$ cat src/rtl/uart_frame_tx_ctrl_pkg.sv
// Shared types and constants for the UART frame transmit controller.
package uart_frame_tx_ctrl_pkg;

   // Frame sequencing states
   typedef enum logic [2:0] {
      ST_IDLE   = 3'd0,
      ST_START  = 3'd1,
      ST_DATA   = 3'd2,
      ST_PARITY = 3'd3,
      ST_STOP   = 3'd4
   } state_t;

   // Level driven on the serial line for the stop bit and while idle
   localparam logic STOP_LEVEL = 1'b1;

endpackage : uart_frame_tx_ctrl_pkg

$ cat src/rtl/uart_frame_tx_ctrl_up_counter.sv
// Bit-index up counter: synchronous clear has priority over enable.
module uart_frame_tx_ctrl_up_counter #(
   parameter int CNT_WIDTH = 4
) (
   input  logic                 clk,
   input  logic                 clr,
   input  logic                 en,
   output logic [CNT_WIDTH-1:0] count
);

   logic [CNT_WIDTH-1:0] count_r;

   // Count register: clear wins, otherwise increment when enabled
   always_ff @(posedge clk) begin
      if (clr) begin
         count_r <= {CNT_WIDTH{1'b0}};
      end else if (en) begin
         count_r <= count_r + {{(CNT_WIDTH-1){1'b0}}, 1'b1};
      end else begin
         count_r <= count_r;
      end
   end

   assign count = count_r;

endmodule : uart_frame_tx_ctrl_up_counter

$ cat src/rtl/uart_frame_tx_ctrl.sv
// Serial frame transmitter: start bit, WORD data bits LSB-first, optional
// parity, stop bit. Downstream ready=0 freezes all frame progress.
module uart_frame_tx_ctrl
   import uart_frame_tx_ctrl_pkg::*;
#(
   parameter int WORD       = 8,
   parameter int CNT_WIDTH  = 4,
   parameter int PARITY_EN  = 1,
   parameter int PARITY_ODD = 0
) (
   input  logic                 clk,
   input  logic                 rst,
   input  logic [WORD-1:0]      din,
   input  logic                 din_valid,
   output logic                 din_ready,
   input  logic                 ready,
   output logic                 out,
   output logic                 done,
   output logic                 busy,
   output logic [CNT_WIDTH-1:0] bit_idx
);

   // Parity of the captured word, optionally inverted for odd parity
   function automatic logic calc_parity(input logic [WORD-1:0] w);
      return (^w) ^ (PARITY_ODD != 0);
   endfunction

   state_t          state_r, state_nxt_s;
   logic [WORD-1:0] shift_r, shift_nxt_s;
   logic            out_r, out_nxt_s;
   logic            done_r, done_nxt_s;
   logic            parity_r, parity_nxt_s;
   logic            din_ready_s, xfer_s, last_bit_s;
   logic            cnt_en_s, cnt_clr_s;
   logic [CNT_WIDTH-1:0] bit_idx_s;

   assign din_ready_s = (state_r == ST_IDLE) || ((state_r == ST_STOP) && ready);
   assign xfer_s      = din_valid && din_ready_s;
   assign last_bit_s  = (bit_idx_s == CNT_WIDTH'(WORD-1));
   assign cnt_en_s    = (state_r == ST_DATA) && ready && !last_bit_s;
   assign cnt_clr_s   = rst || ((state_r == ST_START) && ready);

   uart_frame_tx_ctrl_up_counter #(.CNT_WIDTH(CNT_WIDTH)) u_bit_cnt (
      .clk   (clk),
      .clr   (cnt_clr_s),
      .en    (cnt_en_s),
      .count (bit_idx_s)
   );

   // State and output registers; reset aborts any frame in flight
   always_ff @(posedge clk) begin
      if (rst) begin
         state_r  <= ST_IDLE;
         shift_r  <= {WORD{1'b0}};
         out_r    <= STOP_LEVEL;
         done_r   <= 1'b0;
         parity_r <= 1'b0;
      end else begin
         state_r  <= state_nxt_s;
         shift_r  <= shift_nxt_s;
         out_r    <= out_nxt_s;
         done_r   <= done_nxt_s;
         parity_r <= parity_nxt_s;
      end
   end

   // Next-state logic; every non-idle state waits on ready
   always_comb begin
      state_nxt_s = state_r;
      case (state_r)
         ST_IDLE: begin
            if (xfer_s) state_nxt_s = ST_START;
            else        state_nxt_s = ST_IDLE;
         end
         ST_START: begin
            if (ready) state_nxt_s = ST_DATA;
            else       state_nxt_s = ST_START;
         end
         ST_DATA: begin
            if (ready && last_bit_s) state_nxt_s = (PARITY_EN != 0) ? ST_PARITY : ST_STOP;
            else                     state_nxt_s = ST_DATA;
         end
         ST_PARITY: begin
            if (ready) state_nxt_s = ST_STOP;
            else       state_nxt_s = ST_PARITY;
         end
         ST_STOP: begin
            if (ready && xfer_s) state_nxt_s = ST_START;
            else if (ready)      state_nxt_s = ST_IDLE;
            else                 state_nxt_s = ST_STOP;
         end
         default: state_nxt_s = ST_IDLE;
      endcase
   end

   // Datapath and registered-output values derived from the upcoming state
   always_comb begin
      shift_nxt_s  = shift_r;
      parity_nxt_s = parity_r;
      if (xfer_s) begin
         shift_nxt_s  = din;
         parity_nxt_s = calc_parity(din);
      end else if (cnt_en_s) begin
         shift_nxt_s  = {1'b0, shift_r[WORD-1:1]};
      end else begin
         shift_nxt_s  = shift_r;
      end

      done_nxt_s = (state_r == ST_STOP) && ready;

      case (state_nxt_s)
         ST_START:  out_nxt_s = 1'b0;
         ST_DATA:   out_nxt_s = shift_nxt_s[0];
         ST_PARITY: out_nxt_s = parity_nxt_s;
         ST_STOP:   out_nxt_s = STOP_LEVEL;
         ST_IDLE:   out_nxt_s = STOP_LEVEL;
         default:   out_nxt_s = STOP_LEVEL;
      endcase
   end

   assign din_ready = din_ready_s;
   assign out       = out_r;
   assign done      = done_r;
   assign busy      = (state_r != ST_IDLE);
   assign bit_idx   = bit_idx_s;

endmodule : uart_frame_tx_ctrl

$ cat config.mk
export PLATFORM = sky130hd
export DESIGN_NAME = uart_frame_tx_ctrl
export DESIGN_NICKNAME = d
export VERILOG_FILES = /design/src/rtl/uart_frame_tx_ctrl_pkg.sv /design/src/rtl/uart_frame_tx_ctrl_up_counter.sv /design/src/rtl/uart_frame_tx_ctrl.sv
export SDC_FILE = /design/constraint.sdc
export NUM_CORES = 1
export LEC_CHECK = 0
export BUFFER_PORTS_ARGS = -buffer_cell sky130_fd_sc_hd__buf_2
export CAP_MARGIN = 20
export CORE_AREA = 5 5 54 56
export DETAILED_ROUTE_END_ITERATION = 6
export DIE_AREA = 0 0 59 61
export PLACE_DENSITY = 0.66
export SLEW_MARGIN = 10
export SYNTH_ARGS = -nofsm -noshare
export SYNTH_HDL_FRONTEND = slang
export SYNTH_SLANG_ARGS = --single-unit
$ cat constraint.sdc
create_clock -name clk -period 3.4 [get_ports clk]
set_clock_uncertainty 0.1 [all_clocks]
set_input_delay 0.17 -clock clk [delete_from_list [all_inputs] [get_ports clk]]
set_output_delay 0.17 -clock clk [all_outputs]
set_load 0.05 [all_outputs]
==> metrics, run 1 <==
# rows=18; Clock Latency Late Sink=290 ps; Pwr Total=0.4659 mW; setup ws final=1631 ps; post-CTS setup buffers=0; cts repair resizes=0; final core utilization=0.4371; crit-path max FO=12; total negative slack=0 ps; DP Area=1007 um2; Root Buffer=clkbuf_4; slowest CP cell=dfxtp_1; Post-Route WL=1762 um; Cell Count, Final, Fillers Out=146; first-pass GRT wire length=2973 um; DP Worst Slack=1640 ps; port bufs=19; Synth Warn #=0; # nets final=130; Vias/cell=5.082; class of the worst hold path=primary input to register; largest net degree at the start of global routing=17; Mapped Area=917.1 um2; CTS sink count=18; total CTS buffers=3; clock buffer depth=2; Sequential Power Share=0.504; gr ovfl total=0; remaining routing DRC violations=0; syn_area_per_cell=9.455 um2; Crit path largest cell delay=400 ps; Final Hold Vio Count=0; cell count along the critical path=6; clk slew on worst S/H paths=100 ps; die area=3599 um2; initial antenna violation count=0; Filler cells=265; Detail Placement HPWL=1343 um; power density over the cells=446.5 nW/um2; hold path cells=3; unrepaired setup endpoints after global routing=no; Post-Syn Instances=97; Starting Density=0.3842; pin slew with the least headroom to its limit=331.7 ps; layout cells sized above 1=0.2414; cell taking the most area after synthesis=dfxtp_1; # hold bufs at CTS=0; placed cells=142; Worst setup SP type=register; switch share=0.2910; I/O pins=20; Fin Hold WS=61.55 ps; FF+latch count, synth=18; Gate power share=0.215; drt wl/cell=12.07 um; highest achievable clock rate=565.1 MHz; Int Pwr=0.3304 mW; vias in the first global route=680; Max-Slew Margin vs Limit=0.7776; CP endpoint kind=register; maximum VDD drop=210.3 uV; top cell type's share of synthesized area=0.3929; Data arrival, critical path=1850 ps; r2r worst-path depth=6; die width=59 um; GP Congestion=0.7889; NetSw=0.1356 mW; post-route cell area=1044 um2; Inserted Diodes=0; fin. max-slew vios=0; Static Leakage=0.4696 nW; clock power share=0.282; Max Cap Viol=0; synth top area cells=dfxtp_1 (39%), mux2i_1 (8.7%), xnor2_1 (6.7%); Final period util=0.5204; synth unique cells=34; crit path kind=register to register; Total GRT Usage=0.1106; total core area=2387 um2; Required @ worst endpoint=3480 ps; Initial DRC Count=21; status=finished clean; CTS tree=yes; drt pass-1 iters=3; total number of vias=742; Post-Syn Nets=110; endpoints failing setup=0; CTS H-tree lvls=1; P&R area growth vs syn=13.78%; cells along the critical path=ha_1 > and3b_1 > nand2b_4 > mux2i_1 > nor3b_2 > o211ai_1; crit path buf inv count=0; Final min period=1769 ps; ANT nets after route=0; Seq/Total Area, Yosys=0.3929; DIE HEIGHT=61 um; largest delay contributor family on the critical path=simple AND/OR/NAND/NOR gates
cells in the final DEF, fill, tap and decap left out:
cell and count:
buf_2 19, nand2_1 3, inv_1 3, dfxtp_1 18, and2_1 1, o21ai_0 1
nor3_2 1, and3b_1 1, nand2b_1 1, o211ai_1 1, and4bb_4 1, a31oi_1 1
o21a_1 1, xor2_1 2, ha_1 1, and4_1 2, clkbuf_8 1, o21ai_1 2
xnor2_1 7, nor2b_1 2, nor3_1 2, a21oi_1 4, or3_1 1, nor3b_2 1
o2bb2a_1 1, mux2i_1 8, nand3_1 4, nand2_2 1, nor2_1 13, nand2b_4 1
o22ai_1 1, clkbuf_4 3, a211oi_1 7
registers in the layout, summed over array words and instances, names as in the netlist:
name / cells
done: 1
out: 1
parity_r: 1
shift_r: 8
state_r: 3
u_bit_cnt.count: 4
layout make-up:
type | instances | area (um2) | share of cell area
well taps | 30 | 37.54 | 0.03597
clock buffers | 4 | 36.28 | 0.03477
repair buffers | 19 | 95.09 | 0.09113
flip-flops and latches | 18 | 360.3 | 0.3453
multi-input cells | 72 | 503.0 | 0.4820
inverters | 3 | 11.26 | 0.01079
power groups by stage:
| stage | logic [mW] | clock network (mW) | registers, mW |
|---|---|---|---|
| final | 0.100 | 0.131 | 0.235 |
| after detailed placement | 0.101 | 0 | 0.240 |
| after global routing | 0.111 | 0.145 | 0.237 |
| after CTS | 0.101 | 0.137 | 0.235 |
| after floorplan | 0.0765 | 0 | 0.243 |
| after global placement | 0.0995 | 0 | 0.239 |
final timing paths:
path / start / endpoint / slack [ps]
worst max-delay path: u_bit_cnt.count[0] / out / 1630
worst min-delay path: din[7] / shift_r[7] / 60
worst min register to register: shift_r[7] / shift_r[7] / 380
worst max register to register: u_bit_cnt.count[0] / out / 1630
cells in the mapped netlist, drive strengths merged:
| cell type | instances |
|---|---|
| nor2b | 2 |
| nand2b | 2 |
| o22ai | 1 |
| o21ai | 3 |
| a31oi | 1 |
| and3b | 1 |
| o21a | 1 |
| nor3b | 1 |
| nor3 | 3 |
| a21oi | 4 |
| mux2i | 8 |
| clkbuf | 1 |
| and4bb | 1 |
| nand3 | 4 |
| o211ai | 1 |
| o2bb2a | 1 |
| xnor2 | 7 |
| dfxtp | 18 |
| and2 | 1 |
| nor2 | 13 |
| nand2 | 4 |
| inv | 3 |
| or3 | 1 |
| buf | 3 |
| a211oi | 7 |
| and4 | 2 |
| xor2 | 2 |
| ha | 1 |
worst min-delay path, delay by kind of cell:
kind	cells	cell delay (ps)
compound gates	1	50
buf+inv	1	120
simple gates	1	70
routing by layer:
metal,GRT usage,vias up,routed length [um]
met5,0,-,0
met4,0.04854,0,33
met3,0.03191,5,124
met2,0.1672,19,737
met1,0.1467,335,867
li1,-,383,-
logic make-up after synthesis:
logic type / synth area share
AOI/OAI and AO/OA: 0.1364
xor gates and xnor gates: 0.08595
adders and majority gates: 0.01364
buffers and inverters: 0.05866
DFF: 0.3929
muxes: 0.08732
and+or+nand+nor: 0.2251
No activity file was read; power rests on OpenSTA's default activity.
==> run 2: changes to the inputs <==
==> constraint.sdc (replaced) <==
create_clock -name clk -period 1.8 [get_ports clk]
set_clock_uncertainty 0.1 [all_clocks]
set_input_delay 0.09 -clock clk [delete_from_list [all_inputs] [get_ports clk]]
set_output_delay 0.09 -clock clk [all_outputs]
set_load 0.05 [all_outputs]
==> metrics, run 2 (same netlist as run 1, synthesis figures left out) <==
clock power share=0.276 (-0.006); ANT nets after route=0 (unchanged); R2R Path Start=state_r[1]; Min-Delay Endpoint=done; clock buffer depth=2 (unchanged); status=finished clean; total core area=2387 um2 (unchanged); Required @ worst endpoint=1940 ps (-1540 ps); Initial DRC Count=25 (+19%); Sequential Power Share=0.477 (-0.027); endpoints failing setup=0 (unchanged); post-route cell area=1209 um2 (+16%); hold path cells=2 (-1); drt pass-1 iters=4 (+1); Final period util=0.9439 (+0.4234); total negative slack=0 ps (unchanged); vias in the first global route=734 (+7.9%); die area=3599 um2 (unchanged); # rows=18 (unchanged); max FFs per register=8 (unchanged); pin slew with the least headroom to its limit=329.0 ps (-2.750 ps); Root Buffer=clkbuf_4; crit path buf inv count=2 (+2); total CTS buffers=3 (unchanged); Total GRT Usage=0.1167 (+0.006040); Post-Route WL=1904 um (+8.1%); drt wl/cell=11.68 um (-3.2%); GP Congestion=0.8166 (+3.5%); CTS H-tree lvls=1 (unchanged); Clock Latency Late Sink=300 ps (about the same); Max-Slew Margin vs Limit=0.7792 (+0.001567); layout cells sized above 1=0.2857 (+0.04433); largest delay contributor family on the critical path=buffers and inverters; Vias/cell=4.957 (-2.5%); initial antenna violation count=0 (unchanged); Static Leakage=0.5399 nW (+15%); R2R Setup Slk=100 ps (-1530 ps); Pwr Total=0.9230 mW (+98%); DP Area=1039 um2 (+3.1%); most frequent cells in the layout=buf_2 (19), dfxtp_1 (16), nor2_1 (13), dlygate4sd3_1 (10); Filler cells=255 (-3.8%); P&R area growth vs syn=31.79%; crit-path max FO=5 (-7); Starting Density=0.3842 (unchanged); Worst setup SP type=register; die width=59 um (unchanged); highest achievable clock rate=588.6 MHz (+4.2%); Max Cap Viol=0 (unchanged); total number of vias=808 (+8.9%); CP endpoint kind=register; clk slew on worst S/H paths=100 ps (about the same); DP Worst Slack=144.4 ps (-1496 ps); commonest non-fill, non-tap cell in the layout=buf_2; power density over the cells=763.7 nW/um2 (+71%); setup ws final=101.0 ps (-1529 ps); Crit path largest cell delay=570 ps (+170 ps); switch share=0.2925 (+0.001489); slowest CP cell=dlygate4sd3_1; DIE HEIGHT=61 um (unchanged); cells along the critical path=buf_4 > nor3_4 > nand3_1 > dlygate4sd3_1 > a21oi_1; Reg with most FFs=shift_r; Gate power share=0.247 (+0.032); remaining routing DRC violations=0 (unchanged); hold path start=ready; r2r worst-path depth=5 (-1); NetSw=0.2700 mW (+99%); unrepaired setup endpoints after global routing=no; Final Hold Vio Count=0 (unchanged); # nets final=147 (+13%); RR Endpoint=shift_r[7]; Inserted Diodes=0 (unchanged); class of the worst hold path=primary input to register; first-pass GRT wire length=3174 um (+6.8%); CTS sink count=18 (unchanged); Detail Placement HPWL=1368 um (+1.9%); largest net degree at the start of global routing=17 (unchanged); Data arrival, critical path=1840 ps (about the same); maximum VDD drop=541.1 uV (+160%); crit path kind=register to register; Int Pwr=0.6530 mW (+98%); Final min period=1699 ps (-70.54 ps); gr ovfl total=0 (unchanged); CTS tree=yes; I/O pins=20 (unchanged); Fin Hold WS=16.83 ps (-44.72 ps); port bufs=19 (unchanged); fin. max-slew vios=0 (unchanged); cell count along the critical path=5 (-1)
run 2: how the worst max path moves through the flow:
stage                       start         end  slack [ps]
3_3_place_gp   u_bit_cnt.count[0]         out         200
6_report               state_r[1]  shift_r[7]         100
4_1_cts                state_r[1]  shift_r[7]          60
3_5_place_dp   u_bit_cnt.count[0]         out         140
5_1_grt                state_r[1]  shift_r[7]           4
2_1_floorplan  u_bit_cnt.count[2]         out          70
run 2: power groups by stage:
stage	Combinational, mW	Clock [mW]	Sequential [mW]
after global placement	0.200	0	0.448
after global routing	0.251	0.280	0.443
after CTS	0.219	0.264	0.440
after floorplan	0.147	0	0.460
after detailed placement	0.202	0	0.449
final	0.228	0.255	0.440
run 2: stage by stage:
step                  util  cells
CTS                 0.4879    158
global placement    0.4350    145
detailed placement  0.4350    145
global route        0.5063    163
finish              0.5063    163
floorplan                -     97
run 2: area by class of cell:
class / count / area [um2] / share of cell area
clock buffer: 4 / 36.28 / 0.03002
inverter: 3 / 11.26 / 0.009317
multi-input combinational: 72 / 513.0 / 0.4244
sequential: 18 / 362.8 / 0.3002
tap: 30 / 37.54 / 0.03106
timing repair buffer: 36 / 247.7 / 0.2050
run 2: metal layers:
layer	vias up	track usage	share of wire
met3	2	0.04681	0.077
met4	0	0.02913	0.0068
met2	20	0.2035	0.48
met1	369	0.1333	0.43
li1	417	-	-
met5	-	0	0
run 2: what timing repair did:
item,in CTS,in global routing
endpoints found under the hold margin,8,1
buffers inserted,0,4
setup endpoints to repair,0,2
resized for setup,0,1
hold buffers,9,1
==> run 3: changes to the inputs <==
--- a/config.mk
+++ b/config.mk
@@ -7,11 +7,12 @@
 export LEC_CHECK = 0
 export BUFFER_PORTS_ARGS = -buffer_cell sky130_fd_sc_hd__buf_2
 export CAP_MARGIN = 20
-export CORE_AREA = 5 5 54 56
+export CORE_AREA = 5 5 55 57
 export DETAILED_ROUTE_END_ITERATION = 6
-export DIE_AREA = 0 0 59 61
-export PLACE_DENSITY = 0.66
+export DIE_AREA = 0 0 60 62
+export PLACE_DENSITY = 0.65
 export SLEW_MARGIN = 10
 export SYNTH_ARGS = -nofsm -noshare
 export SYNTH_HDL_FRONTEND = slang
+export SYNTH_HIERARCHICAL = 1
 export SYNTH_SLANG_ARGS = --single-unit
==> metrics, run 3 <==
status=finished clean; DIE HEIGHT=62 um (+1.6%); Starting Density=0.3873 (+0.003174); final core utilization=0.4959 (-0.01040); Inserted Diodes=0 (unchanged); clock buffer depth=2 (unchanged); Post-synth EDFFs=0 (unchanged); maximum VDD drop=480.4 uV (-11%); Data arrival, critical path=1800 ps (-40 ps); Max-Slew Margin vs Limit=0.7602 (-0.01902); Worst setup SP type=register; port bufs=19 (unchanged); CTS H-tree lvls=1 (unchanged); Total GRT Usage=0.1230 (+0.006345); commonest non-fill, non-tap cell in the layout=buf_2; remaining routing DRC violations=0 (unchanged); Root Buffer=clkbuf_4; top sig layer=met4; drt pass-1 iters=4 (unchanged); pin slew with the least headroom to its limit=359.0 ps (+30.00 ps); hold path cells=3 (+1); drt wl/cell=12.87 um (+10%); met2 WL=944 um (+2.9%); DP Worst Slack=79.24 ps (-65.18 ps); Vias/cell=5.151 (+3.9%); cells along the critical path=and4b_1 > or2_2 > buf_4 > mux2i_1 > a211oi_1; gr ovfl total=0 (unchanged); slowest CP cell=dfxtp_4; Final min period=1686 ps (-12.62 ps); Mapped Area=942.2 um2 (+2.7%); highest achievable clock rate=593.0 MHz (+0.75%); Synth Warn #=6 (+6); largest net degree at the start of global routing=17 (unchanged); crit-path max FO=7 (+2); Crit path largest cell delay=370 ps (-200 ps); Required @ worst endpoint=1910 ps (-30 ps); synth unique cells=38 (+12%); I/O pins=20 (unchanged); Static Leakage=0.5251 nW (-2.7%); Post-synth ARST share=0 (unchanged); fin. max-slew vios=0 (unchanged); # rows=18 (unchanged); Clock Latency Late Sink=290 ps (about the same); class of the worst hold path=primary input to register; die area=3720 um2 (+3.4%); Post-Syn Instances=101 (+4.1%); max FFs per register=8 (unchanged); unrepaired setup endpoints after global routing=no; Metal-1 WL=989 um (+20%); GP Congestion=0.7840 (-4.0%); # nets final=143 (-2.7%); total CTS buffers=3 (unchanged); most frequent cells in the layout=buf_2 (19), nor2_1 (12), dfxtp_1 (11), xnor2_1 (9); CP endpoint kind=register; total number of vias=819 (+1.4%); power density over the cells=738.3 nW/um2 (-3.3%); layout cells sized above 1=0.3256 (+0.03987); top-count cell post-synth=dfxtp_1; total core area=2432 um2 (+1.9%); crit path kind=register to register; Initial DRC Count=15 (-40%); die width=60 um (+1.7%); commonest cells in the netlist=dfxtp_1 (18), nor2_1 (13), xnor2_1 (9); synth top area cells=dfxtp_1 (38%), xnor2_1 (8.4%), mux2i_1 (7.4%); top cell type's share of synthesized area=0.3825 (-0.01044); Synth Flop Type=dfxtp_1; CTS tree=yes; Post-Syn Nets=114 (+3.6%); CTS sink count=18 (unchanged); setup ws final=113.7 ps (+12.62 ps); FF+latch count, synth=18 (unchanged); Final Hold Vio Count=0 (unchanged); ANT nets after route=0 (unchanged); clk slew on worst S/H paths=100 ps (about the same); Final period util=0.9369 (-0.007009); syn_area_per_cell=9.328 um2 (-1.3%); Max Cap Viol=0 (unchanged); initial antenna violation count=0 (unchanged); cell taking the most area after synthesis=dfxtp_1; endpoints failing setup=0 (unchanged); Detail Placement HPWL=1492 um (+9.1%); vias in the first global route=757 (+3.1%); first-pass GRT wire length=3422 um (+7.8%); Pwr Total=0.8905 mW (-3.5%); Post-Route WL=2047 um (+7.5%); total negative slack=0 ps (unchanged); Seq/Total Area, Yosys=0.3825 (-0.01044); post-CTS setup buffers=0 (unchanged); r2r worst-path depth=5 (unchanged); P&R area growth vs syn=28.02%; Reg with most FFs=shift_r; Met3 Wirelength=91 um (-38%)
==> run 3: cell type report <==
cell class / count / area [um2]
Clock buffer: 3 / 22.52
Sequential cell: 18 / 374.1
Fill cell: 246 / 1226
Tap cell: 30 / 37.54
Multi-Input combinational cell: 77 / 580.6
Timing Repair Buffer: 28 / 177.7
Inverter: 2 / 10.01
Clock inverter: 1 / 3.754
==> run 3: per-layer routing <==
metal | vias to the layer above | track usage
met5 | - | 0
met1 | 377 | 0.1577
li1 | 422 | -
met4 | 0 | 0.04747
met2 | 18 | 0.1929
met3 | 2 | 0.03926
==> run 3: worst max-delay path: cells and delay by family, from the launching register on <==
family | cells | cell delay, ps
AOI/OAI and AO/OA | 1 | 230
and+or+nand+nor | 2 | 590
buffers and inverters | 1 | 190
DFF | 1 | 370
muxes | 1 | 120
==> run 3: final timing paths <==
kind | startpoint | endpoint | slack (ps)
max | u_bit_cnt/count[1] | shift_r[2] | 110
min | din[1] | shift_r[1] | 20
max reg2reg | u_bit_cnt/count[1] | shift_r[2] | 110
min reg2reg | shift_r[7] | shift_r[7] | 390
==> run 3: kinds of logic after synthesis <==
logic type                 Yosys count  synth area share
and+or+nand+nor                     39            0.2377
DFF                                 18            0.3825
xor gates and xnor gates             9           0.08367
muxes                                8           0.09030
adders and majority gates            2           0.02390
AOI/OAI and AO/OA                   19            0.1554
buffers and inverters                6           0.02657
==> run 3: where the power goes <==
part | internal, mW | leakage [nW] | total (mW) | switching (mW)
combinational | 0.103 | 0.358 | 0.239 | 0.136
sequential | 0.427 | 0.152 | 0.449 | 0.0219
clock | 0.0807 | 0.0154 | 0.203 | 0.122
total | 0.611 | 0.525 | 0.891 | 0.280
==> run 3: repair_timing <==
action | 4_1_cts | 5_1_grt
resized for setup | 0 | 6
setup endpoints to repair | 0 | 7
hold buffers | 6 | 0
hold endpoints to repair | 6 | 0
==> run 3: stage by stage <==
stage / area [um2] / cells / hold WS, ps
6_report: 1206 / 159 / 24.94
5_1_grt: 1206 / 159 / 40.94
4_1_cts: 1179 / 159 / 24.95
3_5_place_dp: 1092 / 149 / 263.0
3_3_place_gp: 1092 / 149 / 261.8
2_1_floorplan: 960.9 / 101 / 61.61
